### config.mk
export PLATFORM = sky130hd
export DESIGN_NAME = bcd_sub_serial
export DESIGN_NICKNAME = d
export VERILOG_FILES = /design/src/rtl/bcd_sub_serial.sv
export SDC_FILE = /design/constraint.sdc
export NUM_CORES = 1
export LEC_CHECK = 0
export BUFFER_PORTS_ARGS = -buffer_cell sky130_fd_sc_hd__buf_4
export CAP_MARGIN = 15
export CORE_UTILIZATION = 55
export DETAILED_ROUTE_END_ITERATION = 16
export GPL_TIMING_DRIVEN = 1
export PLACE_DENSITY = 0.89
export SYNTH_ARGS = -nofsm -noshare
export SYNTH_HDL_FRONTEND = slang
export SYNTH_SLANG_ARGS = --single-unit
### constraint.sdc
create_clock -name clk -period 3 [get_ports clk]
set_input_delay 0.15 -clock clk [delete_from_list [all_inputs] [get_ports clk]]
set_output_delay 0.15 -clock clk [all_outputs]
set_load 0.01 [all_outputs]
### src/rtl/bcd_sub_serial.sv
// Digit-serial BCD subtractor: diff = a - b, one digit per clock, least significant digit first.
// Define BCD_SUB_SIGNMAG_EN to add a NEG pass that turns a borrowed result into sign + magnitude.
module bcd_sub_serial #(
    parameter int DIGITS = 4
) (
    input  logic                clk,
    input  logic                rst_n,
    input  logic                start,
    input  logic [4*DIGITS-1:0] a,
    input  logic [4*DIGITS-1:0] b,
    output logic                busy,
    output logic                done,
    output logic [4*DIGITS-1:0] diff,
    output logic                borrow_out,
    output logic                neg,
    output logic                invalid
);
    localparam int W  = 4 * DIGITS;
    localparam int CW = (DIGITS > 1) ? $clog2(DIGITS) : 1;

`ifdef BCD_SUB_SIGNMAG_EN
    typedef enum logic [1:0] {S_IDLE, S_RUN, S_DONE, S_NEG} state_t;
`else
    typedef enum logic [1:0] {S_IDLE, S_RUN, S_DONE} state_t;
`endif

    // One digit slice: returns {borrow_out, digit}; out-of-range nibbles pass through unmodified.
    function automatic logic [4:0] digit_sub(input logic [3:0] x, input logic [3:0] y,
                                             input logic bin);
        logic [4:0] t;
        logic [4:0] u;
        t = {1'b0, x} - {1'b0, y} - {4'b0, bin};
        u = t + 5'd10;
        return t[4] ? {1'b1, u[3:0]} : {1'b0, t[3:0]};
    endfunction

    function automatic logic has_bad_digit(input logic [W-1:0] v);
        logic bad;
        bad = 1'b0;
        for (int i = 0; i < DIGITS; i++)
            if (v[4*i +: 4] > 4'd9) bad = 1'b1;
        return bad;
    endfunction

    state_t          state_q, state_d;
    logic [W-1:0]    a_q, a_d, b_q, b_d, res_q, res_d, diff_q, diff_d;
    logic [CW-1:0]   cnt_q, cnt_d;
    logic            borrow_q, borrow_d, inv_q, inv_d;
    logic            bout_q, bout_d, neg_q, neg_d, invalid_q, invalid_d;

    logic [4:0]      step;
    logic [W-1:0]    res_n;
    logic            last;

    assign step  = digit_sub(a_q[3:0], b_q[3:0], borrow_q);
    assign res_n = (W'(step[3:0]) << (W - 4)) | (res_q >> 4);
    assign last  = (cnt_q == CW'(DIGITS - 1));

    always_comb begin
        // NOTE: every variable gets its hold value first so no path through the case infers a latch.
        state_d   = state_q;
        a_d       = a_q;
        b_d       = b_q;
        res_d     = res_q;
        cnt_d     = cnt_q;
        borrow_d  = borrow_q;
        inv_d     = inv_q;
        diff_d    = diff_q;
        bout_d    = bout_q;
        neg_d     = neg_q;
        invalid_d = invalid_q;

        case (state_q)
            S_IDLE: begin
                if (start) begin
                    a_d      = a;
                    b_d      = b;
                    res_d    = '0;
                    cnt_d    = '0;
                    borrow_d = 1'b0;
                    inv_d    = has_bad_digit(a) | has_bad_digit(b);
                    state_d  = S_RUN;
                end
            end
            S_RUN: begin
                a_d      = a_q >> 4;
                b_d      = b_q >> 4;
                res_d    = res_n;
                borrow_d = step[4];
                cnt_d    = cnt_q + 1'b1;
                if (last) begin
                    cnt_d = '0;
`ifdef BCD_SUB_SIGNMAG_EN
                    // Borrowed result is in 10's complement; re-run the slice as 0 - result.
                    if (step[4]) begin
                        state_d  = S_NEG;
                        a_d      = '0;
                        b_d      = res_n;
                        borrow_d = 1'b0;
                    end else
`endif
                    begin
                        state_d   = S_DONE;
                        diff_d    = res_n;
                        bout_d    = step[4];
                        neg_d     = 1'b0;
                        invalid_d = inv_q;
                    end
                end
            end
`ifdef BCD_SUB_SIGNMAG_EN
            S_NEG: begin
                a_d      = a_q >> 4;
                b_d      = b_q >> 4;
                res_d    = res_n;
                borrow_d = step[4];
                cnt_d    = cnt_q + 1'b1;
                if (last) begin
                    cnt_d     = '0;
                    state_d   = S_DONE;
                    diff_d    = res_n;
                    bout_d    = 1'b1;
                    neg_d     = 1'b1;
                    invalid_d = inv_q;
                end
            end
`endif
            S_DONE:  state_d = S_IDLE;
            default: state_d = S_IDLE;
        endcase
    end

    // NOTE: sequential state uses non-blocking assignments so all registers update together.
    always_ff @(posedge clk or negedge rst_n) begin
        if (!rst_n) begin
            state_q   <= S_IDLE;
            a_q       <= '0;
            b_q       <= '0;
            res_q     <= '0;
            cnt_q     <= '0;
            borrow_q  <= 1'b0;
            inv_q     <= 1'b0;
            diff_q    <= '0;
            bout_q    <= 1'b0;
            neg_q     <= 1'b0;
            invalid_q <= 1'b0;
        end else begin
            state_q   <= state_d;
            a_q       <= a_d;
            b_q       <= b_d;
            res_q     <= res_d;
            cnt_q     <= cnt_d;
            borrow_q  <= borrow_d;
            inv_q     <= inv_d;
            diff_q    <= diff_d;
            bout_q    <= bout_d;
            neg_q     <= neg_d;
            invalid_q <= invalid_d;
        end
    end

`ifdef BCD_SUB_SIGNMAG_EN
    assign busy = (state_q == S_RUN) || (state_q == S_NEG);
`else
    assign busy = (state_q == S_RUN);
`endif
    assign done       = (state_q == S_DONE);
    assign diff       = diff_q;
    assign borrow_out = bout_q;
    assign neg        = neg_q;
    assign invalid    = invalid_q;

endmodule

==> PnR_summary.wiki, run 1 <==
{| class="wikitable"
! Metric !! Value
|-
| Result of the run || finished, final reports clean
|-
| Top FF cell, synth || sky130_fd_sc_hd__dfrtp_1
|-
| Arrival time of the worst setup path || 2.76 ns
|-
| Worst Path Class, Setup || reg2reg
|-
| Die Span Y || 77.1 um
|-
| Number of fill cells in the layout || 410
|-
| Clock-pin slew of the registers on the worst-case setup and hold paths || 0.07 ns
|-
| Post-synthesis register bit count || 68
|-
| Count of synthesis-stage warnings from yosys || 0
|-
| Final std cell area, no fill || 3720 um2
|-
| Half-perimeter wire length after detailed placement || 4.16 mm
|-
| CP Capture Type || flip-flop
|-
| Count of routing violations after the opening detailed-route iteration || 86
|-
| Clock tree from TritonCTS || yes
|-
| Cells traversed along the worst timing path || fa_1, fa_1, xor2_1, ha_1, a21oi_1, o22ai_1, nor3_1, o21ai_0
|-
| Largest incremental delay on the critical path || 0.48 ns
|-
| Ant. Diodes || 0
|-
| Total standard cell area after synthesis || 3100 um2
|-
| Post-detailed-route DRC marker count || 0
|-
| Arithmetic-cell share of the synthesized area counting full adders, half adders and majority gates || 0.0452
|-
| Layout overhead on the synthesized area || 19.9%
|-
| Slowest cell on the critical path || sky130_fd_sc_hd__fa_1
|-
| Share of synthesized registers carrying an async set or reset || 1.00
|-
| Most prevalent standard cell on the critical path || sky130_fd_sc_hd__fa_1
|-
| FF-to-FF setup slack || 0.45 ns
|-
| Post-synthesis cell type count || 36
|-
| Leading cell types by total area after synthesis || sky130_fd_sc_hd__dfrtp_1 (55%), sky130_fd_sc_hd__mux2i_1 (7.7%), sky130_fd_sc_hd__a22o_1 (5.4%)
|-
| Reg2reg path depth || 8
|-
| Dominant combinational cell family by area after synthesis || compound AO/OA/AOI/OAI gates
|-
| Area share of xor/xnor cells in the synthesized design || 0.0141
|-
| Minimum hold slack || 0.0274 ns
|-
| Maximum buffer depth of the clock tree || 2
|-
| Utilization after layout || 0.706
|-
| Die area || 5940 um2
|-
| Register area || 1700 um2
|-
| Largest net degree at the start of global routing || 69
|-
| Fraction of the yosys area taken by sequential cells || 0.549
|-
| GRT overflow || 0
|-
| Share of cells above drive strength 1 || 0.233
|-
| Horizontal extent of the die || 77.1 um
|-
| Number of routed nets with antenna violations || 0
|-
| Worst skew pair latency || 0.34 ns
|-
| Leading cell type by number of instances after synthesis || sky130_fd_sc_hd__dfrtp_1
|-
| Global-route track usage on met1 || 0.273
|-
| Via density || 5.34
|-
| Post-CTS Setup Bufs || 0
|-
| Net count, final || 367
|-
| Via count of the first global-routing pass || 2221
|-
| Average footprint of a synthesized cell || 11.5 um2
|-
| Unrepaired setup endpoints after global routing || no
|-
| Fraction of the mapped netlist area in compound gates || 0.145
|-
| Via count || 2115
|-
| Global-route total usage across every layer || 0.225
|-
| Share of the clock period used by the worst path after layout || 0.851
|-
| Peak ir drop on the vdd network || 0.532 mV
|-
| Highest-utilization routing layer at the global route stage || met2
|-
| Max transition margin || 0.455
|-
| Footprint of the multi-input gates || 1280 um2
|-
| Maximum level of the CTS H-tree || 3
|-
| Total negative setup slack || 0 ns
|-
| Number of buffers created by CTS || 9
|-
| Required time at the endpoint of the critical path || 3.21 ns
|-
| Net Count, Synth || 314
|-
| Max Clk Rate || 392 MHz
|-
| Worst Setup Start Kind || flip-flop
|-
| Placed cell areas || 3540 um2
|-
| Actual transition at the worst max-transition pin || 0.818 ns
|-
| Reg-to-reg endpoint || res_q[14]
|-
| Mapped Cells || 269
|-
| Length of the first detailed-routing pass in iterations || 4
|-
| Area fraction of the dominant cell type after synthesis || 0.549
|-
| Wire length of the first global-routing pass || 10.1 mm
|-
| Destination of the critical timing path || res_q[14]
|-
| Initial antenna violation count || 0
|-
| Final Hold Violating Endpoints || 0
|-
| Power density over cell area || 1210 nW/um2
|-
| Library cell with the largest summed area after synthesis || sky130_fd_sc_hd__dfrtp_1
|-
| IO Pins || 56
|-
| Starting density of the core || 0.589
|-
| Fin crit period || 2.55 ns
|-
| Clock sink total || 68
|-
| Number of rows created at floorplan || 26
|-
| Number of enable-type register cells in the synthesized netlist || 0
|-
| Worst hold path type || in2reg
|-
| Critical R2R Launch || a_q[0]
|-
| Fraction of the mapped netlist area in simple logic gates || 0.0742
|-
| Standard cell core area || 5270 um2
|-
| Critical path fanouts, max || 4
|-
| Placer's final routability congestion estimate || 0.854
|-
| Launch point of the worst hold path || a[12]
|-
| Post-detailed-routing wire length || 5.85 mm
|-
| Root buf cell || sky130_fd_sc_hd__clkbuf_8
|-
| Met3 Track Usage GR || 0.0512
|-
| Count of buffers from port buffering || 54
|-
| M2 GR Usage || 0.376
|-
| Max-cap violation count || 0
|-
| Wire per inst || 14.8 um
|-
| Total leakage power || 0.00183 uW
|-
| Commonest cells in the netlist || sky130_fd_sc_hd__dfrtp_1 (68), sky130_fd_sc_hd__nand2_1 (33), sky130_fd_sc_hd__o21ai_1 (29)
|-
| Fraction of synthesized area in multiplexers || 0.129
|-
| Final setup viols || 0
|-
| Final count of pins violating max slew || 0
|-
| Layout Skew || 0.00967 ns
|-
| Crit. Startpoint || a_q[0]
|}
-- layout make-up --
type / count / area share
Timing Repair Buffer: 57 / 0.116
Multi-Input combinational cell: 174 / 0.344
Tap cell: 70 / 0.0235
Clock buffer: 13 / 0.0427
Sequential cell: 68 / 0.457
Clock inverter: 2 / 0.00269
Inverter: 12 / 0.0135
-- worst max-delay path: cells and delay by family, from the launching register on --
family                   cells  cell delay (ns)
AND/OR/NAND/NOR              1             0.25
XOR/XNOR                     1             0.17
flip-flops                   1             0.41
AO/OA/AOI/OAI                3             0.32
adder cells (fa/ha/maj)      3             1.27
-- sequential cells by signal (all words and copies together), names as in the netlist --
name and flops:
b_q 16, invalid 1, inv_q 1, res_q 12, borrow_out 1, borrow_q 1, a_q 16, diff 16
cnt_q 2, state_q 2
-- per-stage QoR --
| stage | total power, uW | setup WS (ns) | instances |
|---|---|---|---|
| after CTS | 4530 | 0.461 | 396 |
| after global routing | 4860 | 0.275 | 396 |
| final | 4490 | 0.448 | 396 |
| after detailed placement | 3860 | 0.461 | 380 |
| after floorplan | 3250 | 0.644 | 269 |
| after global placement | 3710 | 0.557 | 380 |
-- layout by cell type (no fill, tap or decap) --
cell type | netlist | layout
sky130_fd_sc_hd__nand3b_1 | 1 | 1
sky130_fd_sc_hd__nand2b_4 | 1 | 1
sky130_fd_sc_hd__o31ai_1 | 1 | 1
sky130_fd_sc_hd__mux2_4 | 1 | 1
sky130_fd_sc_hd__mux2_1 | 13 | 13
sky130_fd_sc_hd__o21ai_0 | 12 | 12
sky130_fd_sc_hd__nor3_1 | 3 | 3
sky130_fd_sc_hd__o22ai_1 | 2 | 2
sky130_fd_sc_hd__xor2_1 | 3 | 3
sky130_fd_sc_hd__inv_1 | 11 | 11
sky130_fd_sc_hd__buf_4 | 3 | 56
sky130_fd_sc_hd__conb_1 | 1 | 1
sky130_fd_sc_hd__clkbuf_1 | 7 | 2
sky130_fd_sc_hd__nand2_4 | 1 | 1
sky130_fd_sc_hd__a211oi_2 | 1 | 1
sky130_fd_sc_hd__dlygate4sd3_1 | 0 | 1
sky130_fd_sc_hd__clkbuf_8 | 0 | 11
sky130_fd_sc_hd__nand2b_1 | 1 | 1
sky130_fd_sc_hd__nand2_1 | 33 | 33
sky130_fd_sc_hd__clkinv_2 | 0 | 2
sky130_fd_sc_hd__and3b_1 | 1 | 1
sky130_fd_sc_hd__inv_6 | 1 | 1
sky130_fd_sc_hd__o21bai_2 | 1 | 1
sky130_fd_sc_hd__a21oi_1 | 4 | 4
sky130_fd_sc_hd__dfrtp_1 | 68 | 68
sky130_fd_sc_hd__ha_1 | 8 | 8
sky130_fd_sc_hd__nor2_1 | 3 | 3
sky130_fd_sc_hd__mux2i_1 | 24 | 24
sky130_fd_sc_hd__a22o_1 | 19 | 19
sky130_fd_sc_hd__o21bai_4 | 0 | 1
sky130_fd_sc_hd__nor3b_1 | 1 | 1
sky130_fd_sc_hd__and2_0 | 1 | 1
sky130_fd_sc_hd__fa_1 | 2 | 2
sky130_fd_sc_hd__o21ai_1 | 29 | 29
sky130_fd_sc_hd__nor2b_1 | 1 | 1
sky130_fd_sc_hd__xnor2_1 | 2 | 2
sky130_fd_sc_hd__o21bai_1 | 2 | 1
sky130_fd_sc_hd__nand4_1 | 2 | 2
-- logic make-up (layout without fill, tap and decap cells) --
logic type	Yosys count	after routing
compound gates	71	71
fa+ha+maj	10	10
xor+xnor	5	5
flops	68	68
buf+inv	27	84
mux	38	38
simple gates	49	49
other cells	1	1
-- worst min-delay path by stage --
stage | slack, ns | to | cells past startpoint
finish | 0.03 | a_q[12] | 2
global route | 0.03 | a_q[14] | 2
CTS | 0.02 | a_q[12] | 2
detailed placement | 0.31 | diff[6] | 1
global placement | 0.29 | diff[6] | 1
floorplan | -0.15 | a_q[0] | 0
-- where the power goes --
group	switching (uW)	internal (uW)	leakage, uW	total [uW]
combinational	1200	1060	0.000886	2260
clock	316	338	0.0000893	655
sequential	247	1330	0.000857	1580
-- per-layer routing --
layer	vias to the layer above	routed length, um
met5	-	0
met4	0	152
met3	13	252
met2	55	2850
met1	999	2600
li1	1048	-
-- what timing repair did --
action                                 4_1_cts  5_1_grt
endpoints found under the hold margin       68        0
resized for setup                            0        0
hold buffers                                 1        0
Power figures use the tool's default switching activity.
==> run 2, diff against run 1 <==
--- a/config.mk
+++ b/config.mk
@@ -7,10 +7,10 @@
 export LEC_CHECK = 0
 export BUFFER_PORTS_ARGS = -buffer_cell sky130_fd_sc_hd__buf_4
 export CAP_MARGIN = 15
-export CORE_UTILIZATION = 55
+export CORE_UTILIZATION = 50
 export DETAILED_ROUTE_END_ITERATION = 16
 export GPL_TIMING_DRIVEN = 1
-export PLACE_DENSITY = 0.89
+export PLACE_DENSITY = 0.83
 export SYNTH_ARGS = -nofsm -noshare
 export SYNTH_HDL_FRONTEND = slang
 export SYNTH_SLANG_ARGS = --single-unit
==> run 2 against run 1 <==
  * Combinational power about the same
  * Maximum frequency increased by 0.99%
  * Critical endpoint unchanged
  * Routed wire length up 0.80%
  * Highest routed layer unchanged
  * Flip-flop and latch count unchanged
  * Worst hold slack got worse by 0.013 ns
  * Setup slack gained 0.025 ns
  * Die area up 9.7%
  * First-iteration DRC count increased by 77%
==> PnR_summary.wiki, run 2 (synthesis gave the netlist of run 1 again) <==
{| class="wikitable"
! Metric !! Value
|-
| Count of routing violations after the opening detailed-route iteration || 152 (+77%)
|-
| Clock-pin slew of the registers on the worst-case setup and hold paths || 0.07 ns (about the same)
|-
| Max transition margin || 0.443 (-0.0118)
|-
| Post-cts sizing count || 0 (unchanged)
|-
| Wire per inst || 14.7 um (-0.70%)
|-
| Layout overhead on the synthesized area || 23.0%
|-
| Worst Setup Start Kind || flip-flop
|-
| Total met2 wirelength after detailed routing || 2.92 mm (+2.5%)
|-
| Final std cell area, no fill || 3810 um2 (+2.6%)
|-
| Most frequent standard cell in the layout excluding fill and tap cells || sky130_fd_sc_hd__dfrtp_1
|-
| Result of the run || finished, final reports clean
|-
| Number of buffers created by CTS || 9 (unchanged)
|-
| Largest net degree at the start of global routing || 72 (+4.3%)
|-
| Placer's final routability congestion estimate || 0.789 (-7.6%)
|-
| Number of routed nets with antenna violations || 0 (unchanged)
|-
| Highest-count cells in the layout ignoring fill and taps || sky130_fd_sc_hd__dfrtp_1 (68), sky130_fd_sc_hd__buf_4 (56), sky130_fd_sc_hd__nand2_1 (33), sky130_fd_sc_hd__o21ai_1 (29), sky130_fd_sc_hd__mux2i_1 (24)
|-
| Clock sink total || 68 (unchanged)
|-
| Via density || 5.41 (+1.2%)
|-
| Worst hold path type || in2reg
|-
| Length of the first detailed-routing pass in iterations || 6 (+2)
|-
| Power density over cell area || 1250 nW/um2 (+3.6%)
|-
| Die area || 6520 um2 (+9.7%)
|-
| Met3 WL post-DR || 324 um (+29%)
|-
| Worst skew pair latency || 0.35 ns (about the same)
|-
| Unrepaired setup endpoints after global routing || no
|-
| Worst Path Class, Setup || reg2reg
|-
| Net count, final || 367 (unchanged)
|-
| Total leakage power || 0.00187 uW (+2.0%)
|-
| Final count of pins violating max slew || 0 (unchanged)
|-
| Via count of the first global-routing pass || 2193 (-1.3%)
|-
| Wire length of the first global-routing pass || 9.74 mm (-4.1%)
|-
| Final Hold Violating Endpoints || 0 (unchanged)
|-
| Max-cap violation count || 0 (unchanged)
|-
| Fin crit period || 2.53 ns (-0.0250 ns)
|-
| Initial antenna violation count || 0 (unchanged)
|-
| Actual transition at the worst max-transition pin || 0.836 ns (+0.0176 ns)
|-
| Number of fill cells in the layout || 489 (+19%)
|-
| Number of rows created at floorplan || 28 (+7.7%)
|-
| Half-perimeter wire length after detailed placement || 4.06 mm (-2.4%)
|-
| Count of buffers from port buffering || 54 (unchanged)
|-
| IO Pins || 56 (unchanged)
|-
| Arrival time of the worst setup path || 2.75 ns (about the same)
|-
| Critical path fanouts, max || 4 (unchanged)
|-
| Starting density of the core || 0.521 (-0.0678)
|-
| GRT overflow || 0 (unchanged)
|-
| Total negative setup slack || 0 ns (unchanged)
|-
| Routed length on met1 || 2.57 mm (-1.2%)
|-
| Root buf cell || sky130_fd_sc_hd__clkbuf_8
|-
| Maximum buffer depth of the clock tree || 2 (unchanged)
|-
| Ant. Diodes || 0 (unchanged)
|-
| Placed cell areas || 3550 um2 (+0.18%)
|-
| Max Clk Rate || 396 MHz (+0.99%)
|-
| Horizontal extent of the die || 80.8 um (+4.8%)
|-
| Die Span Y || 80.8 um (+4.8%)
|-
| Global-route total usage across every layer || 0.203 (-0.0224)
|-
| Peak ir drop on the vdd network || 0.632 mV (+19%)
|-
| Share of cells above drive strength 1 || 0.242 (+0.00846)
|-
| Layout Skew || 0.00699 ns (-0.00268 ns)
|-
| Post-detailed-route DRC marker count || 0 (unchanged)
|-
| Standard cell core area || 5960 um2 (+13%)
|-
| Required time at the endpoint of the critical path || 3.22 ns (about the same)
|-
| Clock tree from TritonCTS || yes
|-
| Share of the clock period used by the worst path after layout || 0.842 (-0.00833)
|-
| Top metal layer carrying routed signals || met4
|-
| Final setup viols || 0 (unchanged)
|-
| Maximum level of the CTS H-tree || 3 (unchanged)
|-
| Post-detailed-routing wire length || 5.90 mm (+0.80%)
|-
| Via count || 2173 (+2.7%)
|-
| CP Capture Type || flip-flop
|}
[run 2: layer usage]
metal | track usage | up-vias
met5 | 0 | -
met4 | 0.0804 | 0
met3 | 0.0629 | 9
met2 | 0.353 | 65
met1 | 0.231 | 1054
li1 | - | 1045
[run 2: worst max-delay path, cell delays in order, from the launching register on]
cell and delay, ns:
sky130_fd_sc_hd__dfrtp_1 0.40, sky130_fd_sc_hd__fa_1 0.46, sky130_fd_sc_hd__fa_1 0.44, sky130_fd_sc_hd__xor2_1 0.17
sky130_fd_sc_hd__ha_1 0.34, sky130_fd_sc_hd__o22ai_1 0.15, sky130_fd_sc_hd__o22ai_1 0.10, sky130_fd_sc_hd__nor3_1 0.24
sky130_fd_sc_hd__o21ai_0 0.10
[run 2: layout make-up]
cell class              count  area (um2)  area share
inverters                  12        50.0      0.0131
repair buffers             57         430       0.113
clock inverters             5         106      0.0279
well taps                  75        93.8      0.0246
multi-input cells         174        1280       0.336
clock buffers              11         151      0.0397
flip-flops and latches     68        1700       0.446
[run 2: power by group]
part / total (uW) / leakage (uW) / internal, uW / switching [uW]
Clock: 951 / 0.000126 / 600 / 351
Combinational: 2240 / 0.000886 / 1060 / 1190
Sequential: 1580 / 0.000857 / 1330 / 245
Total: 4770 / 0.00187 / 2990 / 1780
[run 2: worst paths after layout]
path,to,slack [ns],start,cells past startpoint
setup / recovery,res_q[14],0.47,a_q[0],8
hold / removal,a_q[12],0.01,a[12],2
setup reg to reg,res_q[14],0.47,a_q[0],8
hold reg to reg,a_q[9],0.49,a_q[9],2
max in group asynchronous,b_q[3],2.01,rst_n,2
min in group asynchronous,diff[2],0.44,rst_n,2
[run 2: timing repair]
action,CTS,global route
setup buffers,0,0
endpoints found under the hold margin,68,0
hold buffers,1,0
[run 2: per-stage QoR]
stage | hold slack [ns] | utilization | setup WS, ns | power (uW) | std cells
6_report | 0.0148 | 0.641 | 0.473 | 4770 | 402
5_1_grt | 0.00102 | 0.641 | 0.320 | 5150 | 402
4_1_cts | 0.00370 | 0.641 | 0.472 | 4820 | 402
3_5_place_dp | 0.307 | 0.596 | 0.475 | 3850 | 385
3_3_place_gp | 0.294 | 0.596 | 0.557 | 3710 | 385
2_1_floorplan | -0.146 | - | 0.644 | 3250 | 269
